==> config.mk <==
export PLATFORM = sky130hd
export DESIGN_NAME = grant_sched8
export DESIGN_NICKNAME = d
export VERILOG_FILES = /design/src/rtl/grant_sched8.sv
export SDC_FILE = /design/constraint.sdc
export NUM_CORES = 1
export LEC_CHECK = 0
export BUFFER_PORTS_ARGS = -buffer_cell sky130_fd_sc_hd__buf_2
export CAP_MARGIN = 15
export CORE_ASPECT_RATIO = 1.1
export CORE_MARGIN = 1
export CORE_UTILIZATION = 50
export CTS_CLUSTER_DIAMETER = 30
export DETAILED_ROUTE_END_ITERATION = 16
export PLACE_DENSITY = 0.72
export RECOVER_POWER = 50
export SLEW_MARGIN = 20
export SYNTH_ARGS = -nofsm -noshare
export SYNTH_HDL_FRONTEND = slang
export SYNTH_SLANG_ARGS = --single-unit
==> constraint.sdc <==
create_clock -name clk -period 5.4 [get_ports clk]
set_input_delay 0.27 -clock clk [delete_from_list [all_inputs] [get_ports clk]]
set_output_delay 0.27 -clock clk [all_outputs]
set_load 0.02 [all_outputs]
==> src/rtl/grant_sched8.sv <==
// grant_sched8: 8-requester round-robin grant scheduler.
//
// Two-state FSM (IDLE / GRANT) with all outputs registered. A 3-bit priority
// pointer sets the search order ptr, ptr+1, ..., ptr+7 (mod 8). A grant is held
// while its request stays high. On release the pointer moves past the
// releasing index and the grant hands off directly to the next requester.
//
// Optional feature (macro ARB_TIMEOUT_EN): an 8-bit hold counter forces
// rotation after HOLD_MAX cycles when another requester is waiting. A tmo
// pulse marks each forced rotation.
//
// Parameters:
//   HOLD_MAX  maximum consecutive grant cycles before forced rotation
//             (ARB_TIMEOUT_EN only), legal range 1..255
// Ports:
//   clk      clock, rising edge
//   rst      synchronous active-high reset
//   req      [7:0] level-sensitive request vector
//   gnt      [7:0] one-hot registered grant
//   gnt_idx  [2:0] index of current grantee (holds when gnt_vld is low)
//   gnt_vld  any grant active (equals |gnt)
//   tmo      one-cycle forced-rotation pulse (ARB_TIMEOUT_EN only)
module grant_sched8 #(
    parameter int HOLD_MAX = 15
) (
    input  logic       clk,
    input  logic       rst,
    input  logic [7:0] req,
    output logic [7:0] gnt,
    output logic [2:0] gnt_idx,
    output logic       gnt_vld
`ifdef ARB_TIMEOUT_EN
    ,
    output logic       tmo
`endif
);

    typedef enum logic {
        IDLE  = 1'b0,
        GRANT = 1'b1
    } state_t;

    state_t     state;
    logic [2:0] ptr;

`ifdef ARB_TIMEOUT_EN
    logic [7:0] hold_cnt;
`endif

    logic [7:0] avail;
    logic [2:0] base;
    logic       win_found;
    logic [2:0] win_idx;
    logic       held;

    // First set bit of r, scanning from index p upward with wrap.
    function automatic logic [3:0] pick(input logic [7:0] r, input logic [2:0] p);
        logic [3:0] res;
        logic [2:0] k;
        res = '0;
        for (int unsigned i = 0; i < 8; i++) begin
            k = p + 3'(i);
            if (!res[3] && r[k]) res = {1'b1, k};
        end
        return res;
    endfunction

    // In GRANT, the search always starts just past the holder and excludes it.
    // This covers both the release handoff and the forced rotation.
    always_comb begin
        avail = req;
        base  = ptr;
        if (state == GRANT) begin
            avail = req & ~(8'(1) << gnt_idx);
            base  = gnt_idx + 3'd1;
        end
        {win_found, win_idx} = pick(avail, base);
        held = req[gnt_idx];
    end

    always_ff @(posedge clk) begin
        if (rst) begin
            state   <= IDLE;
            gnt     <= '0;
            gnt_idx <= '0;
            gnt_vld <= 1'b0;
            ptr     <= '0;
`ifdef ARB_TIMEOUT_EN
            hold_cnt <= '0;
            tmo      <= 1'b0;
`endif
        end else begin
`ifdef ARB_TIMEOUT_EN
            tmo <= 1'b0;
`endif
            case (state)
                IDLE: begin
                    if (win_found) begin
                        state   <= GRANT;
                        gnt     <= 8'(1) << win_idx;
                        gnt_idx <= win_idx;
                        gnt_vld <= 1'b1;
`ifdef ARB_TIMEOUT_EN
                        hold_cnt <= '0;
`endif
                    end
                end
                GRANT: begin
                    if (!held) begin
                        ptr <= gnt_idx + 3'd1;
                        if (win_found) begin
                            gnt     <= 8'(1) << win_idx;
                            gnt_idx <= win_idx;
                        end else begin
                            state   <= IDLE;
                            gnt     <= '0;
                            gnt_vld <= 1'b0;
                        end
`ifdef ARB_TIMEOUT_EN
                        hold_cnt <= '0;
`endif
                    end
`ifdef ARB_TIMEOUT_EN
                    // The counter tracks completed grant cycles, so the
                    // HOLD_MAX-th cycle is the last one the holder keeps.
                    else if (hold_cnt == 8'(HOLD_MAX - 1)) begin
                        hold_cnt <= '0;
                        if (win_found) begin
                            ptr     <= gnt_idx + 3'd1;
                            gnt     <= 8'(1) << win_idx;
                            gnt_idx <= win_idx;
                            tmo     <= 1'b1;
                        end
                    end else begin
                        hold_cnt <= hold_cnt + 8'd1;
                    end
`endif
                end
                default: state <= IDLE;
            endcase
        end
    end

endmodule

==> metrics, run 1 <==
status=finished, final reports clean; RSZ-0062 raised after global routing=no; DR vias=1998; n_diodes=0; total wire length=5100 um; initial antenna violation count=0; setup violators final=0; Core Rows=23; crit-path max FO=14; Clock Sink Count=16; most common cell in the synthesized netlist=nand2_1; Routability Congestion=0.923; Mapped Cells=245; worst r2r path cells=16; Die W=62.0 um; initial DRC count=260; Setup crit end kind=flip-flop; Commonest cells post-synth=nand2_1 (34), nor2_1 (21), a21oi_1 (16), dfxtp_1 (16), and2_1 (15); Slew HR=0.554; post-synthesis sequential area ratio=0.162; largest cells by area after synthesis=dfxtp_1 (16%), mux4_2 (9.1%), nand2_1 (6.4%), ha_1 (5.7%), and2_1 (4.7%); Antenna Nets Post-Route=0; Yosys reg bits=16; Overflow after GRT=0; total global-route track usage=0.260; Synth Cell Area=0.00198 mm2; largest net degree at the start of global routing=18; Hold Path Class=in -> reg; Max Cap Viol=0; Synth top area share=0.162; dpl hpwl=3930 um; Top Usage Layer GRT=met2; post-CTS setup buffers=0; CTS tree=yes; drc violations=0; critical path data arrival time=4.88 ns; period utilisation layout=0.873; CP required=5.57 ns; post-route setup slack=0.688 ns; share of layout cells above drive strength 1=0.147; PD cells=695 mW/mm2; Slew Limit Fails=0; dominant cell type by area after synthesis=dfxtp_1; Max Clock Skew=0.00522 ns; I/O Pins=22; Setup Crit Path Kind=reg -> reg; die height=68.1 um; Root Buffer=clkbuf_8; # H-tree levels=1; vias in the first global route=1746; Num CTS Buffers=3; Area after DPL=0.00208 mm2; fmax=212 MHz; worst-case clock buffer depth=2; Area growth, synth to finish=6.81%; CTS Hold Bufs=0; number of synthesized flops with an enable pin=0; Final nets=279; Avg WL per Cell=16.5 um; Mean Syn Cell Area=8.09 um2; Core Footprint=0.00371 mm2; TNS Setup=0 ns; synth warn=0; M3 GR Usage=0.0246; post-synthesis async set-or-reset flop share=0; crit path launch type=flip-flop; Tightest Pin Transition=0.668 ns; met1 track demand over resource=0.368; PortBufs=21; Worst-path clk slew=0.06 ns; Leak=0.806 nW; CTS resizes=0; Netlist cell types=64; syn nets=264; min Tclk post-route=4.71 ns; Final Hold Viols=0; DR pass1 iterations=5; Initial Utilization=0.534; DR vias/cell=6.47; Clock Latency Late Sink=0.25 ns; GRT met2 Usage=0.398; area of the die=0.00422 mm2; Post-synth top flop=dfxtp_1; global-route wire length before repair=8160 um; WHS Path Cells=2; Final Cell Area=0.00212 mm2; Peak VDD IR=0.332 mV; pre-CTS WS=0.701 ns
[metal layers]
metal  share of wire  wire length [um]
met5               0                 0
met3           0.057               293
met1            0.45              2310
met2            0.46              2360
met4           0.026               131
[final cells by class]
class / instances / area [um2]
Clock buffer: 4 / 55.1
Fill cell: 338 / 1590
Inverter: 9 / 38.8
Multi-Input combinational cell: 208 / 1540
Sequential cell: 16 / 320
Tap cell: 50 / 62.6
Timing Repair Buffer: 22 / 97.6
[worst max-delay path, cell delays in order (launching register included)]
cell,delay [ns]
dfxtp_1,0.51
inv_1,0.13
ha_1,0.32
mux2_4,0.36
inv_2,0.18
ha_1,0.34
inv_1,0.20
mux4_2,0.65
and2_1,0.22
a32oi_1,0.27
a21boi_2,0.17
nand2_1,0.15
nor3_1,0.08
ha_1,0.22
nor3_1,0.33
a21bo_1,0.27
o31ai_1,0.23
[through the flow]
stage / total power [mW] / utilization / hold slack (ns) / cells
floorplan: 1.13 / - / 0.455 / 245
global placement: 1.35 / 0.560 / 0.444 / 305
detailed placement: 1.35 / 0.560 / 0.441 / 305
CTS: 1.46 / 0.575 / 0.301 / 309
global route: 1.59 / 0.571 / 0.327 / 309
finish: 1.47 / 0.571 / 0.302 / 309
[cell usage in the layout (no fill, tap or decap), types with 4 or more instances in the layout]
master and instances:
ha_1 9, buf_2 9, dfxtp_1 16, o31ai_1 6, inv_1 7, a31oi_1 4, nand2_1 34, xnor2_1 4
a211oi_1 4, mux2i_1 4, clkbuf_1 12, nand3_1 13, nor2_1 21, a21oi_1 16, nand2b_1 4, o211ai_1 5
mux4_2 8, clkbuf_8 4, and2_1 15
[sequential cells by signal, summed over array words and instances, names as in the netlist]
register / cells
gnt: 8
ptr: 3
state: 1
gnt_vld: 1
gnt_idx: 3
[logic make-up (layout without fill, tap and decap cells)]
family                     Yosys count  count (layout)  synth area share
and+or+nand+nor                    101             101             0.245
AOI/OAI and AO/OA                   78              78             0.324
buffers and inverters               21              35            0.0599
muxes                               16              16             0.136
DFF                                 16              16             0.162
adders and majority gates            9               9            0.0568
xor gates and xnor gates             4               4            0.0177
[path summary, 6_finish.rpt]
kind | slack [ns] | endpoint | startpoint
min reg2reg | 0.45 | gnt[1]$_SDFFE_PP0P_ | gnt[1]$_SDFFE_PP0P_
max reg2reg | 0.69 | gnt[3]$_SDFFE_PP0P_ | gnt_idx[0]$_SDFFE_PP0P_
max | 0.69 | gnt[3]$_SDFFE_PP0P_ | gnt_idx[0]$_SDFFE_PP0P_
min | 0.30 | state$_SDFF_PP0_ | rst
[report_power, final]
part / internal [mW] / switching, mW
Clock: 0.0647 / 0.0391
Sequential: 0.153 / 0.0310
Combinational: 0.447 / 0.738
(Power assumes the default switching activity.)
==> inputs of run 2 (changes only) <==
CELL_PAD_IN_SITES_DETAIL_PLACEMENT = 1   (was default)
CELL_PAD_IN_SITES_GLOBAL_PLACEMENT = 2   (was default)
CORE_UTILIZATION = 35   (was 50)
PLACE_DENSITY = 0.82   (was 0.72)
==> run 2 against run 1 <==
Routed wire length is 16% higher; first-iteration DRC count is 33% lower; die area is 41% higher; hold slack better by 0.022 ns; sequential share of layout area is 0.27 points lower; power is 2.2% higher; clock power hardly changed; worst setup slack worse by 0.14 ns; cell area is 1.8% higher; utilization is 17 points lower.
==> metrics, run 2 (synthesis gave the netlist of run 1 again) <==
Reg2Reg Setup Slack=0.54 ns (was 0.69 ns); status=finished, final reports clean (unchanged); RSZ-0062 raised after global routing=no (unchanged); Num CTS Buffers=3 (unchanged); Initial Utilization=0.365 (was 0.534); crit path launch type=flip-flop (unchanged); CTS Hold Bufs=0 (unchanged); largest net degree at the start of global routing=18 (unchanged); Final Hold Viols=0 (unchanged); I/O Pins=22 (unchanged); CTS resizes=0 (unchanged); Worst path max stage delay=0.67 ns (was 0.65 ns); Core Footprint=0.00543 mm2 (was 0.00371 mm2); DR vias/cell=5.82 (was 6.47); PortBufs=21 (unchanged); worst-case clock buffer depth=2 (unchanged); total global-route track usage=0.216 (was 0.260); CTS tree=yes (unchanged); Worst-path clk slew=0.07 ns (was 0.06 ns); critical path, cell by cell=inv_1, ha_1, mux2_4, inv_2, ha_1, inv_1, mux4_2, and2_1, a32oi_1, a21boi_2, nand2_1, nor3_1, ha_1, nor3_1, a21bo_1, o31ai_1 (unchanged); Overflow after GRT=0 (unchanged); CP required=5.57 ns (about the same); initial antenna violation count=0 (unchanged); hold_ws=0.324 ns (was 0.302 ns); Avg WL per Cell=17.7 um (was 16.5 um); post-CTS setup buffers=0 (unchanged); Area after DPL=0.00212 mm2 (was 0.00208 mm2); drc violations=0 (unchanged); Biggest register=gnt (unchanged); share of layout cells above drive strength 1=0.150 (was 0.147); most common cell after layout, fill and taps aside=nand2_1 (unchanged); DR pass1 iterations=4 (was 5); crit-path max FO=14 (unchanged); PD cells=698 mW/mm2 (was 695 mW/mm2); commonest non-fill, non-tap cells in the layout=nand2_1 (34), nor2_1 (21), a21oi_1 (16), dfxtp_1 (16), and2_1 (15) (unchanged); Tightest Pin Transition=0.623 ns (was 0.668 ns); Leak=0.811 nW (was 0.806 nW); Routability Congestion=0.848 (was 0.923); Max Clock Skew=0.00357 ns (was 0.00522 ns); Slew HR=0.578 (was 0.554); Clock Sink Count=16 (unchanged); Slew Limit Fails=0 (unchanged); Setup crit end kind=flip-flop (unchanged); Setup Crit Path Kind=reg -> reg (unchanged); min Tclk post-route=4.86 ns (was 4.71 ns); Die W=73.8 um (was 62.0 um); critical path data arrival time=5.02 ns (was 4.88 ns); TNS Setup=0 ns (unchanged); Largest regs=gnt (8), gnt_idx (3), ptr (3) (unchanged); dpl hpwl=4680 um (was 3930 um); area of the die=0.00597 mm2 (was 0.00422 mm2); Root Buffer=clkbuf_8 (unchanged); setup violators final=0 (unchanged); worst r2r path cells=16 (unchanged); WHS Path Cells=2 (unchanged); vias in the first global route=1949 (was 1746); die height=80.9 um (was 68.1 um); Antenna Nets Post-Route=0 (unchanged); CP max stage cell=mux4_2 (unchanged); global-route wire length before repair=9980 um (was 8160 um); fmax=206 MHz (was 212 MHz); n_diodes=0 (unchanged); total wire length=5920 um (was 5100 um); # H-tree levels=1 (unchanged); Clock Latency Late Sink=0.25 ns (about the same); initial DRC count=174 (was 260); Final nets=280 (was 279); Max Cap Viol=0 (unchanged); period utilisation layout=0.899 (was 0.873); Area growth, synth to finish=8.77% (was 6.81%); Peak VDD IR=0.276 mV (was 0.332 mV); Final Cell Area=0.00216 mm2 (was 0.00212 mm2); Core Rows=28 (was 23); Hold Path Class=in -> reg (unchanged); max reg flops=8 (unchanged); DR vias=1951 (was 1998); CP most frequent cell=ha_1 (unchanged)
[run 2: worst paths after layout]
| kind | from | endpoint |
|---|---|---|
| max | gnt_idx[0]$_SDFFE_PP0P_ | gnt[7]$_SDFFE_PP0P_ |
| max reg2reg | gnt_idx[0]$_SDFFE_PP0P_ | gnt[7]$_SDFFE_PP0P_ |
| min | rst | gnt_vld$_SDFFE_PP0P_ |
| min reg2reg | gnt[3]$_SDFFE_PP0P_ | gnt[3]$_SDFFE_PP0P_ |
[run 2: final cells by class]
type,instances,area (um2)
sequential,16,320
multi-input combinational,208,1540
clock buffer,4,55.1
tap,75,93.8
fill,702,3270
inverter,9,38.8
timing repair buffer,23,105
[run 2: power by group]
part	internal, mW	total, mW	switching, mW
clock network	0.0648	0.107	0.0427
logic	0.456	1.21	0.756
registers	0.153	0.184	0.0317
total	0.674	1.50	0.831
[run 2: worst max-delay path, delay by kind of cell, from the launching register on]
family	cells	cell delay, ns
multiplexers	2	1.04
AND/OR/NAND/NOR	4	0.82
flip-flops	1	0.51
AO/OA/AOI/OAI	4	1.01
adder cells (fa/ha/maj)	3	0.87
buffers and inverters	3	0.51
[run 2: per-layer routing]
layer	vias up	track usage	part of all wire
li1	974	-	-
met3	6	0.0124	0.019
met1	947	0.307	0.48
met4	0	0.0519	0.0074
met5	-	0	0
met2	24	0.357	0.49
[run 2: stage by stage]
stage               cells  utilization  setup slack [ns]  total power, mW
global placement      331        0.390             0.648             1.40
CTS                   335        0.400             0.510             1.51
detailed placement    331        0.390             0.518             1.39
global route          335        0.397            0.0452             1.64
floorplan             245            -             0.814             1.13
finish                335        0.397             0.543             1.50
==> inputs of run 3 (changes only) <==
CELL_PAD_IN_SITES_DETAIL_PLACEMENT = default   (was 1)
CELL_PAD_IN_SITES_GLOBAL_PLACEMENT = default   (was 2)
PLACE_DENSITY = 0.54   (was 0.82)
==> run 3 against run 2 <==
Sequential share of layout area up 0.052 points; clock power about the same; cell count down 0.30%; hold slack better by 0.0052 ns; non-clock buffer count down 1; sequential power about the same; via count up 1.4%; count of clock-buffer cells in the layout unchanged; register-to-register slack better by 0.04 ns; first-iteration DRC count unchanged; flip-flop and latch count unchanged.
==> metrics, run 3 (synthesis gave the netlist of run 1 again) <==
WHS Path Cells=2 (unchanged); Reg2Reg Setup Slack=0.58 ns (was 0.54 ns); Final Hold Viols=0 (unchanged); reg-to-reg endpoint=gnt[7]$_SDFFE_PP0P_ (unchanged); PD cells=689 mW/mm2 (was 698 mW/mm2); critical path data arrival time=4.99 ns (was 5.02 ns); fmax=207 MHz (was 206 MHz); crit-path max FO=14 (unchanged); Die W=73.8 um (unchanged); status=finished, final reports clean (unchanged); dpl cells=330 (was 331); Util after Layout=0.396 (was 0.397); Biggest register=gnt (unchanged); DR pass1 iterations=4 (unchanged); I/O Pins=22 (unchanged); Clock Latency Late Sink=0.25 ns (about the same); CTS resizes=0 (unchanged); Overflow after GRT=0 (unchanged); Worst-path clk slew=0.06 ns (was 0.07 ns); Min-Delay Endpoint=gnt_idx[0]$_SDFFE_PP0P_ (was gnt_vld$_SDFFE_PP0P_); CTS tree=yes (unchanged); Tot Pwr=1.48 mW (was 1.50 mW); drc violations=0 (unchanged); max reg flops=8 (unchanged); Num CTS Buffers=3 (unchanged); Finished Layout Cells=334 (was 335); period utilisation layout=0.893 (was 0.899); RSZ-0062 raised after global routing=no (unchanged); PortBufs=21 (unchanged); crit path launch type=flip-flop (unchanged); area of the die=0.00597 mm2 (unchanged); Slew Limit Fails=0 (unchanged); TNS Setup=0 ns (unchanged); Slew HR=0.547 (was 0.578); Worst Min Path Start=rst (unchanged); initial DRC count=174 (unchanged); most common cell after layout, fill and taps aside=nand2_1 (unchanged); Setup Crit Path Kind=reg -> reg (unchanged); hold_ws=0.329 ns (was 0.324 ns); largest net degree at the start of global routing=18 (unchanged); Hold Path Class=in -> reg (unchanged); dpl hpwl=4410 um (was 4680 um); DR vias=1979 (was 1951); Core Footprint=0.00543 mm2 (unchanged); Avg WL per Cell=16.6 um (was 17.7 um); pre-CTS WS=0.615 ns (was 0.518 ns); Area growth, synth to finish=8.39% (was 8.77%); Final nets=279 (was 280); total global-route track usage=0.199 (was 0.216); initial antenna violation count=0 (unchanged); Clock Sink Count=16 (unchanged); vias in the first global route=1848 (was 1949); CTS Hold Bufs=0 (unchanged); # H-tree levels=1 (unchanged); Max Cap Viol=0 (unchanged); CP required=5.56 ns (was 5.57 ns); total wire length=5550 um (was 5920 um); Core Rows=28 (unchanged); n_diodes=0 (unchanged); share of layout cells above drive strength 1=0.147 (was 0.150); post-route setup slack=0.579 ns (was 0.543 ns); Antenna Nets Post-Route=0 (unchanged); post-CTS setup buffers=0 (unchanged); Max Clock Skew=0.00460 ns (was 0.00357 ns); min Tclk post-route=4.82 ns (was 4.86 ns); Final Cell Area=0.00215 mm2 (was 0.00216 mm2); Area after DPL=0.00211 mm2 (was 0.00212 mm2); die height=80.9 um (unchanged); setup violators final=0 (unchanged); worst-case clock buffer depth=2 (unchanged); Setup crit end kind=flip-flop (unchanged); Initial Utilization=0.365 (unchanged); Routability Congestion=0.875 (was 0.848); origin of the critical flop-to-flop path=gnt_idx[0]$_SDFFE_PP0P_ (unchanged); worst r2r path cells=16 (unchanged); commonest non-fill, non-tap cells in the layout=nand2_1 (34), nor2_1 (21), a21oi_1 (16), dfxtp_1 (16), and2_1 (15) (unchanged); global-route wire length before repair=9180 um (was 9980 um); Peak VDD IR=0.353 mV (was 0.276 mV); DR vias/cell=5.93 (was 5.82); Root Buffer=clkbuf_8 (unchanged); Tightest Pin Transition=0.668 ns (was 0.623 ns); Leak=0.806 nW (was 0.811 nW); Largest regs=gnt (8), gnt_idx (3), ptr (3) (unchanged)
## run 3: changes by cell type in the layout (fill, tap and decap cells not counted)
| cell | previous run | this run |
|---|---|---|
| buf_4 | 2 | 1 |
## run 3: worst max path at each step
stage	cells after the start	start	endpoint	slack [ns]
CTS	16	gnt_idx[0]$_SDFFE_PP0P_	gnt[7]$_SDFFE_PP0P_	0.59
finish	16	gnt_idx[0]$_SDFFE_PP0P_	gnt[7]$_SDFFE_PP0P_	0.58
floorplan	19	gnt_idx[0]$_SDFFE_PP0P_	gnt[2]$_SDFFE_PP0P_	0.81
global placement	16	gnt_idx[0]$_SDFFE_PP0P_	gnt[2]$_SDFFE_PP0P_	0.67
global route	17	gnt_idx[0]$_SDFFE_PP0P_	gnt[6]$_SDFFE_PP0P_	0.18
detailed placement	16	gnt_idx[0]$_SDFFE_PP0P_	gnt[7]$_SDFFE_PP0P_	0.61
## run 3: final cells by class
type / count / area (um2)
fillers: 583 / 3280
inverters: 9 / 38.8
flip-flops and latches: 16 / 320
multi-input cells: 208 / 1540
clock buffers: 4 / 55.1
well taps: 75 / 93.8
repair buffers: 22 / 97.6
## run 3: metal layers
metal / up-vias / GRT usage / wire (um)
li1: 974 / - / -
met1: 948 / 0.264 / 2530
met2: 45 / 0.336 / 2680
met3: 12 / 0.0199 / 199
met4: 0 / 0.0692 / 133
met5: - / 0 / 0
## run 3: worst max-delay path, cell delays in order (launching register included)
cell and delay (ns):
dfxtp_1 0.51, inv_1 0.11, ha_1 0.32, mux2_4 0.36, inv_2 0.18, ha_1 0.34
inv_1 0.20, mux4_2 0.67, and2_1 0.23, a32oi_1 0.30, a21boi_2 0.18, nand2_1 0.16
nor3_1 0.09, ha_1 0.22, nor3_1 0.35, a21bo_1 0.28, o31ai_1 0.22
## run 3: power breakdown
group / switching [mW] / leakage, nW / internal [mW]
logic: 0.747 / 0.646 / 0.447
registers: 0.0317 / 0.131 / 0.153
clock network: 0.0393 / 0.0288 / 0.0646
